==> config.mk <==
export PLATFORM = sky130hd
export DESIGN_NAME = spi_master_m
export DESIGN_NICKNAME = d
export VERILOG_FILES = /design/src/rtl/spi_pkg.sv /design/src/rtl/spi_clk_div.sv /design/src/rtl/spi_master_m.sv
export SDC_FILE = /design/constraint.sdc
export NUM_CORES = 1
export LEC_CHECK = 0
export BUFFER_PORTS_ARGS = -buffer_cell sky130_fd_sc_hd__buf_2
export CORE_MARGIN = 3
export CORE_UTILIZATION = 51
export CTS_CLUSTER_DIAMETER = 150
export DETAILED_ROUTE_END_ITERATION = 7
export MAX_ROUTING_LAYER = met4
export PLACE_DENSITY = 0.8
export SLEW_MARGIN = 20
export SYNTH_ARGS = -nofsm -noshare
export SYNTH_HDL_FRONTEND = slang
export SYNTH_HIERARCHICAL = 1
export SYNTH_SLANG_ARGS = --single-unit
export TNS_END_PERCENT = 1
==> constraint.sdc <==
create_clock -name CLK -period 2 [get_ports CLK]
set_input_delay 0.1 -clock CLK [delete_from_list [all_inputs] [get_ports CLK]]
set_output_delay 0.1 -clock CLK [all_outputs]
set_load 0.005 [all_outputs]
==> src/rtl/spi_pkg.sv <==
// Shared types and helpers for the SPI master: FSM state encoding, byte width
// and divider counter sizing.
package spi_pkg;

    localparam int SPI_BYTE_W = 8;

    typedef enum logic [2:0] {
        IDLE,
        SETUP,
        SCK_HI,
        SCK_LO,
        HOLD,
        GAP
    } spi_state_t;

    // Counter width able to hold CLK_DIV-1, with one spare bit so CLK_DIV=1 still gets a 1-bit counter.
    function automatic int div_cnt_w(input int div);
        return $clog2(div) + 1;
    endfunction

endpackage

==> src/rtl/spi_clk_div.sv <==
// Half-period tick generator: pulses tick every CLK_DIV cycles while run is high,
// and restarts from zero whenever run drops.
module spi_clk_div
    import spi_pkg::*;
#(
    parameter int CLK_DIV = 4
) (
    input  logic CLK,
    input  logic RST_N,
    input  logic run,
    output logic tick
);

    localparam int CNT_W = div_cnt_w(CLK_DIV);
    localparam logic [CNT_W-1:0] CNT_LAST = CNT_W'(CLK_DIV - 1);

    logic [CNT_W-1:0] cnt_reg;
    logic [CNT_W-1:0] cnt_next;

    always_comb begin
        cnt_next = cnt_reg;
        if (!run || (cnt_reg == CNT_LAST)) begin
            cnt_next = '0;
        end else begin
            cnt_next = cnt_reg + CNT_W'(1);
        end
    end

    assign tick = run && (cnt_reg == CNT_LAST);

    always_ff @(posedge CLK or negedge RST_N) begin
        if (!RST_N) begin
            cnt_reg <= '0;
        end else begin
            cnt_reg <= cnt_next;
        end
    end

endmodule

==> src/rtl/spi_master_m.sv <==
// Byte-wide SPI master (SCK idle low, sample on rising SCK, shift on falling SCK,
// LSB first) with CS framing per byte and a CS-high gap before the next accept.
module spi_master_m
    import spi_pkg::*;
#(
    parameter int CLK_DIV = 4,
    parameter int DATA_W  = SPI_BYTE_W
) (
    input  logic              CLK,
    input  logic              RST_N,
    input  logic              START,
    input  logic [DATA_W-1:0] TX_DATA,
    output logic [DATA_W-1:0] RX_DATA,
    output logic              BUSY,
    output logic              DONE,
    output logic              CS,
    output logic              SCK,
    output logic              MOSI,
    input  logic              MISO
);

    localparam int BIT_W = $clog2(DATA_W);
    localparam logic [BIT_W-1:0] BIT_LAST = BIT_W'(DATA_W - 1);

    spi_state_t state_reg, state_next;
    logic [DATA_W-1:0] tx_reg, tx_next;
    logic [DATA_W-1:0] rx_reg, rx_next;
    logic [DATA_W-1:0] rx_data_reg, rx_data_next;
    logic [BIT_W-1:0]  bit_reg, bit_next;
    logic [BIT_W-1:0]  bit_inc;
    logic              last_reg, last_next;
    logic              cs_reg, cs_next;
    logic              sck_reg, sck_next;
    logic              mosi_reg, mosi_next;
    logic              busy_reg, busy_next;
    logic              done_reg, done_next;
    logic              tick;

    spi_clk_div #(
        .CLK_DIV (CLK_DIV)
    ) u_clk_div (
        .CLK   (CLK),
        .RST_N (RST_N),
        .run   (state_reg != IDLE),
        .tick  (tick)
    );

    assign bit_inc = bit_reg + BIT_W'(1);

    always_comb begin
        state_next   = state_reg;
        tx_next      = tx_reg;
        rx_next      = rx_reg;
        rx_data_next = rx_data_reg;
        bit_next     = bit_reg;
        last_next    = last_reg;
        cs_next      = cs_reg;
        sck_next     = sck_reg;
        mosi_next    = mosi_reg;
        busy_next    = busy_reg;
        done_next    = 1'b0;

        case (state_reg)
            IDLE: begin
                if (START) begin
                    tx_next    = TX_DATA;
                    rx_next    = '0;
                    bit_next   = '0;
                    last_next  = 1'b0;
                    cs_next    = 1'b0;
                    busy_next  = 1'b1;
                    mosi_next  = TX_DATA[0];
                    state_next = SETUP;
                end
            end
            SETUP: begin
                if (tick) begin
                    sck_next         = 1'b1;
                    rx_next[bit_reg] = MISO;
                    state_next       = SCK_HI;
                end
            end
            SCK_HI: begin
                if (tick) begin
                    sck_next   = 1'b0;
                    state_next = SCK_LO;
                    if (bit_reg == BIT_LAST) begin
                        last_next = 1'b1;
                    end else begin
                        bit_next  = bit_inc;
                        mosi_next = tx_reg[bit_inc];
                    end
                end
            end
            SCK_LO: begin
                // After the 8th falling edge the low half-period runs out without a new rise.
                if (tick) begin
                    if (last_reg) begin
                        state_next = HOLD;
                    end else begin
                        sck_next         = 1'b1;
                        rx_next[bit_reg] = MISO;
                        state_next       = SCK_HI;
                    end
                end
            end
            HOLD: begin
                if (tick) begin
                    cs_next      = 1'b1;
                    rx_data_next = rx_reg;
                    done_next    = 1'b1;
                    state_next   = GAP;
                end
            end
            GAP: begin
                if (tick) begin
                    busy_next  = 1'b0;
                    state_next = IDLE;
                end
            end
            default: begin
                state_next = IDLE;
            end
        endcase
    end

    always_ff @(posedge CLK or negedge RST_N) begin
        if (!RST_N) begin
            state_reg <= IDLE;
        end else begin
            state_reg <= state_next;
        end
    end

    always_ff @(posedge CLK or negedge RST_N) begin
        if (!RST_N) begin
            tx_reg      <= '0;
            rx_reg      <= '0;
            rx_data_reg <= '0;
            bit_reg     <= '0;
            last_reg    <= 1'b0;
            cs_reg      <= 1'b1;
            sck_reg     <= 1'b0;
            mosi_reg    <= 1'b0;
            busy_reg    <= 1'b0;
            done_reg    <= 1'b0;
        end else begin
            tx_reg      <= tx_next;
            rx_reg      <= rx_next;
            rx_data_reg <= rx_data_next;
            bit_reg     <= bit_next;
            last_reg    <= last_next;
            cs_reg      <= cs_next;
            sck_reg     <= sck_next;
            mosi_reg    <= mosi_next;
            busy_reg    <= busy_next;
            done_reg    <= done_next;
        end
    end

    assign RX_DATA = rx_data_reg;
    assign BUSY    = busy_reg;
    assign DONE    = done_reg;
    assign CS      = cs_reg;
    assign SCK     = sck_reg;
    assign MOSI    = mosi_reg;

endmodule

## Word-level counts from Yosys, hierarchy flattened

Cells that the tools add are included.

| word-level totals | value |
|---|---|
| bits of input ports | 12 |
| word-level logic and storage cells | 94 |
| output and inout port bits | 13 |
| register bits after elaboration | 39 |

| cells by class | value |
|---|---|
| multiplexer cells | 41 |
| $add $sub $neg | 2 |
| eq/ne operators | 16 |
| reduce and logical (&&, ||, !) cells | 20 |
| order comparisons | 3 |

Operators with widths:

| kind | number |
|---|---|
| 3-bit two-way mux | 11 |
| 8-bit two-way mux | 4 |
| 8-bit case mux with 3 select lines | 1 |
| 2-bit != test (second input constant) | 9 |
| 3-bit case mux with 6 select lines | 1 |
| 1-bit two-way mux | 15 |
| 5-bit AND reduction | 2 |
| 3-bit by 2-bit equality test with 1-bit output (second input constant) | 3 |
| 3-bit equality test (second input constant) | 3 |
| 3-bit nonzero test | 3 |
| 8-bit bitwise mux | 1 |
| 3-bit by 4-bit less-than comparator with 1-bit output (second input constant) | 2 |
| 1-bit case mux with 2 select lines | 4 |
| 4-bit AND reduction | 2 |
| 3-bit by 1-bit adder with 3-bit output (second input constant) | 2 |
| 3-bit case mux with 2 select lines | 1 |
| 3-bit AND reduction | 2 |
| 6-bit AND reduction | 1 |
| 2-bit nonzero test | 3 |
| 2-bit AND reduction | 2 |
| 1-bit binary-select mux with 3-bit select | 1 |
| 1-bit demux with 3-bit select | 1 |
| 3-bit by 1-bit equality test with 1-bit output (second input constant) | 1 |
| 3-bit by 1-bit greater-or-equal comparator with 1-bit output (second input constant) | 1 |
| 5 further kinds | 6 |

## Logic depth before layout (Yosys ltp)

| logic depth | value |
|---|---|
| depth in word-level cells | 8 |
| depth in mapped cells | 8 |
| depth with buffers taken out | 7 |

## Modules after synthesis

Netlist, hierarchy kept.

Modules (own cells, without submodules):

| module | area each (µm²) | times used | sequential area each (µm²) | cells each |
|---|---|---|---|---|
| spi_master_m | 1702.9 | 1 | 902.1 | 149 |
| spi_clk_div | 135.1 | 1 | 75.1 | 10 |

## Worst setup path before layout

Ideal clock, no wire load.

| timing | value |
|---|---|
| kind | flip-flop to flip-flop |
| start point | reg state_reg[1] |
| end point | reg bit_reg[0] |
| setup time | 125 ps |
| required time | 1875 ps |
| stages on the path, launching flop included | 8 |
| setup slack | -66 ps |
| buffers on the path | 2 |
| arrival time | 1942 ps |
| period minus slack after synthesis | 2066 ps |
| cell sequence | dfrtp_1 clkbuf_1 or3_1 and2_2 buf_2 nand3b_1 a211o_1 mux2_2 |

| between the ends | value |
|---|---|
| longest elaborated chain between the ends | 4 |
| elaborated cells on any way between the ends | 10 |
| those cells by class | eq/ne: 4; mux: 1; reduce/logical: 5 |

Ends and longest elaborated chain:

| what | line | text |
|---|---|---|
| from (decl) | spi_master_m.sv:25 | `spi_state_t state_reg, state_next;` |
| from (signal assigned) | spi_master_m.sv:131 | `state_reg <= state_next;` |
| 3-bit nonzero test | spi_master_m.sv:44 | `.run (state_reg != IDLE),` |
| 1-bit logical AND | spi_clk_div.sv:29 | `assign tick = run && (cnt_reg == CNT_LAST);` |
| via tick | spi_master_m.sv:37 | `logic tick;` |
| 2-bit != test (no line) | - |  |
| 4-bit AND reduction (no line) | - |  |
| to (signal assigned) | spi_master_m.sv:151 | `bit_reg <= bit_next;` |
| to (decl) | spi_master_m.sv:29 | `logic [BIT_W-1:0] bit_reg, bit_next;` |

The timed path passes the listed nets, and every way through them passes these cells.
A chain may end at the register's enable or synchronous reset.

## Worst setup path in the final report

| timing | value |
|---|---|
| start point | reg u_clk_div.cnt_reg[0] |
| end point | reg rx_reg[7] |

| between the ends | value |
|---|---|
| longest elaborated chain between the ends | 4 |
| elaborated cells on any way between the ends | 5 |
| those cells by class | eq/ne: 3; reduce/logical: 2 |

Ends and longest elaborated chain:

| what | line | text |
|---|---|---|
| from (decl) | spi_clk_div.sv:17 | `logic [CNT_W-1:0] cnt_reg;` |
| from (signal assigned) | spi_clk_div.sv:35 | `cnt_reg <= cnt_next;` |
| 3-bit by 2-bit equality test with 1-bit output * | spi_clk_div.sv:29 |  |
| 1-bit logical AND * | spi_clk_div.sv:29 |  |
| via tick | spi_master_m.sv:37 |  |
| 2-bit != test (no line) | - |  |
| 5-bit AND reduction (no line) * | - |  |
| to (signal assigned) | spi_master_m.sv:149 | `rx_reg <= rx_next;` |
| to (decl) | spi_master_m.sv:27 | `logic [DATA_W-1:0] rx_reg, rx_next;` |

The timed path passes the listed nets; every way through them passes the cells marked *.

==> flow_summary.rst <==
.. list-table::
   :header-rows: 1

   * - Metric
     - Value
   * - CP endpoint kind
     - flop
   * - X dimension of the die
     - 66.0 µm
   * - H-tree depth
     - 2
   * - TritonCTS clock tree
     - done
   * - Worst path slowest cell
     - dfrtp_1
   * - Routed length per instance
     - 14.9 µm
   * - Startpoint-to-endpoint class of the critical path
     - reg2reg
   * - Busiest metal layer after global routing
     - met2
   * - Final critical delay including setup and external delays
     - 1.88 ns
   * - Fraction of registers with async set or reset after synthesis
     - 100%
   * - Share of post-route cells with drive strength above 1
     - 35.2%
   * - Cell Area, Synth
     - 0.00184 mm²
   * - Number of unique standard cell types used by synthesis
     - 39
   * - Wire length of the first global-routing pass
     - 6.42 mm
   * - Share of total power in sequential cells
     - 43.0%
   * - Initial Util
     - 53.8%
   * - Number of fillers in the final layout
     - 277
   * - Final setup violation count
     - 0
   * - Area of the core region
     - 0.00342 mm²
   * - Fin Hold WS
     - 0.134 ns
   * - Relative contribution of combinational cells to total power
     - 40.1%
   * - Std-Cell Rows
     - 21
   * - DRT iter0 DRCs
     - 79
   * - Part of the Yosys area used for sequential elements
     - 53.2%
   * - Biggest cell delay along the critical path
     - 0.39 ns
   * - Total Power
     - 2.73 mW
   * - Leading area contributor after synthesis
     - dfrtp_1
   * - Number of antenna violations at the first check in global routing
     - 0
   * - Dominant cell by count in the synthesized netlist
     - dfrtp_1
   * - Reg area
     - 977 µm²
   * - Switching power as a share of total power
     - 35.7%
   * - Final Max Slew Viols
     - 0
   * - Area contributors post-synth
     - dfrtp_1, mux2_2, o221ai_1
   * - Highest achievable clock rate
     - 532 MHz
   * - Series of cell instances along the critical path
     - ha_1 > ha_2 > and2_4 > nand2_1 > o22a_1 > nor2_4 > o221ai_1
   * - Full die area
     - 0.00436 mm²
   * - Root buffer cell
     - clkbuf_4
   * - Final Hold Violating Endpoints
     - 0
   * - First-pass iteration count of the detailed router
     - 4
   * - Type of origin of the critical path
     - flop
   * - Met2 Resource Use GR
     - 31.5%
   * - Largest buffer count on any clock path
     - 2
   * - Clock Skew
     - 0.00953 ns
   * - Antenna violation net count after detailed routing
     - 0
   * - Final core area utilization
     - 65.1%
   * - GR Util All Layers
     - 20.2%
   * - Drt drc
     - 0
   * - Max Fanout on Critical Path
     - 9
   * - Data arrival time of the critical path
     - 2.11 ns
   * - Via count of the routed design
     - 1402
   * - Unrepaired setup endpoints after global routing
     - false
   * - Met1 usage
     - 23.7%
   * - Dominant synthesized flop cell
     - dfrtp_1
   * - Die Ht
     - 66.0 µm
   * - Final-stage net count
     - 214
   * - Internal cell power
     - 1.76 mW
   * - RD Place Congestion
     - 0.848
   * - PD cells
     - 1230 mW/mm²
   * - Outcome
     - finished, final reports clean
   * - Max-cap violations
     - 0
   * - Syn avg cell area
     - 11.6 µm²
   * - Final worst path period share
     - 93.9%
   * - Net count after synthesis
     - 175
   * - Ranking of synthesized cells by instance count
     - dfrtp_1, mux2_2, inv_1
   * - Largest net degree at the start of global routing
     - 40
   * - Post-CTS Setup Bufs
     - 0
   * - Detailed Route WL
     - 3.64 mm
   * - Rel. slew slack
     - 45.2%
   * - Number of antenna repair diodes
     - 0
   * - Clock transition at the registers of the reported paths
     - 0.12 ns
   * - Top-level port count
     - 25
   * - Maximum resistive drop on vdd
     - 0.673 mV
   * - Number of sinks on the clock net
     - 39
   * - Total net switching power
     - 0.976 mW
   * - Leakage power figure
     - 1.03 nW
   * - Transition time at the pin with the least slew margin
     - 0.822 ns
   * - Class of the most critical hold timing path
     - in2reg
   * - Power share of the clock group
     - 16.9%
   * - Post-synthesis cell count
     - 159
   * - Inserted Clock Buffers
     - 5
   * - Synthesis-stage register bit count
     - 39
   * - Area grow syn2layout
     - 21.0%
   * - Remaining global-route overflow
     - 0
   * - Post-detail-place hpwl
     - 2.67 mm
   * - Clock latency at the later pin of the worst-skew pair
     - 0.35 ns
   * - Total of warnings raised by yosys
     - 6
   * - Grt met3 use
     - 6.46%
   * - Count of flip-flops with a built-in enable after synthesis
     - 0
   * - Via count of the first global-routing pass
     - 1403
   * - Yosys top cell area share
     - 51.7%
   * - Area of the multi-input gates
     - 821 µm²
   * - Critical path required time
     - 2.23 ns
   * - Input/output buffers
     - 24
   * - Post-DR vias/cell
     - 5.72
-- power groups by stage --
stage	Clock [mW]	Sequential [mW]	Combinational, mW
floorplan	0	1.15	0.801
global placement	0	1.17	0.946
detailed placement	0	1.19	1.02
CTS	0.470	1.17	1.04
global route	0.500	1.21	1.21
finish	0.463	1.18	1.09
-- kinds of logic (layout without fill, tap and decap cells) --
family | Yosys count | count (layout) | share of synthesized area (%)
compound gates | 37 | 37 | 14.4
simple gates | 39 | 39 | 12.0
flops | 39 | 39 | 53.2
mux | 21 | 21 | 13.3
buf+inv | 19 | 59 | 4.36
fa+ha+maj | 4 | 4 | 2.72
-- worst paths after layout --
path	startpoint	depth (start not counted)	end	slack (ns)
worst max-delay path	u_clk_div/cnt_reg[0]	7	rx_reg[7]	0.12
worst min-delay path	START	4	last_reg	0.13
worst max register to register	u_clk_div/cnt_reg[0]	7	rx_reg[7]	0.12
worst min register to register	u_clk_div/cnt_reg[0]	1	u_clk_div/cnt_reg[0]	0.47
max in group asynchronous	RST_N	2	bit_reg[2]	1.11
min in group asynchronous	RST_N	2	RX_DATA[5]	0.37
-- metal layers --
metal	vias up	part of all wire, %
li1	656	-
met1	681	41
met2	56	51
met3	9	5.8
met4	0	2.5
met5	-	0
-- layout make-up --
cell class	instances	area share, %
Sequential cell	39	43.9
Inverter	13	2.19
Timing Repair Buffer	38	11.1
Clock buffer	7	2.92
Clock inverter	1	0.337
Tap cell	46	2.59
Multi-Input combinational cell	101	36.9
-- cells in the final DEF (no fill, tap or decap), types with 2 or more instances in the layout --
master         count
nor2_1             8
nand2_1            7
dfrtp_1           38
o211ai_1           8
mux2i_1            2
o21ai_0            5
mux2_2            17
dlygate4sd3_1      9
o221ai_2           2
nand3_1            2
nand4_1            2
nor3_1             2
inv_1             13
nor3b_1            2
buf_2             24
nand2b_1           5
buf_4              5
ha_1               3
o22ai_1            3
o221ai_1           6
a21oi_1            6
nor2_4             3
clkbuf_4           5
clkbuf_8           2
-- repair_timing --
item,4_1_cts,5_1_grt
endpoints found under the hold margin,46,0
endpoints found under the setup margin,8,17
hold buffers,9,0
pin swaps,0,1
resized for setup,1,7
-- stage by stage --
step	instances	worst slack [ns]	area (µm²)	TNS [ns]
final	245	0.121	2220	0
after global routing	245	0.0241	2220	0
after detailed placement	228	-0.0605	2030	-0.294
after global placement	228	0.0777	2030	0
after CTS	245	0.0210	2200	0
after floorplan	159	0.00834	1860	0
-- critical path, delay by kind of cell (launching register included) --
kind                       cells  cell delay (ns)
DFF                            1             0.39
adders and majority gates      2             0.38
and+or+nand+nor                3             0.56
AOI/OAI and AO/OA              2             0.43
(Power assumes the default switching activity.)
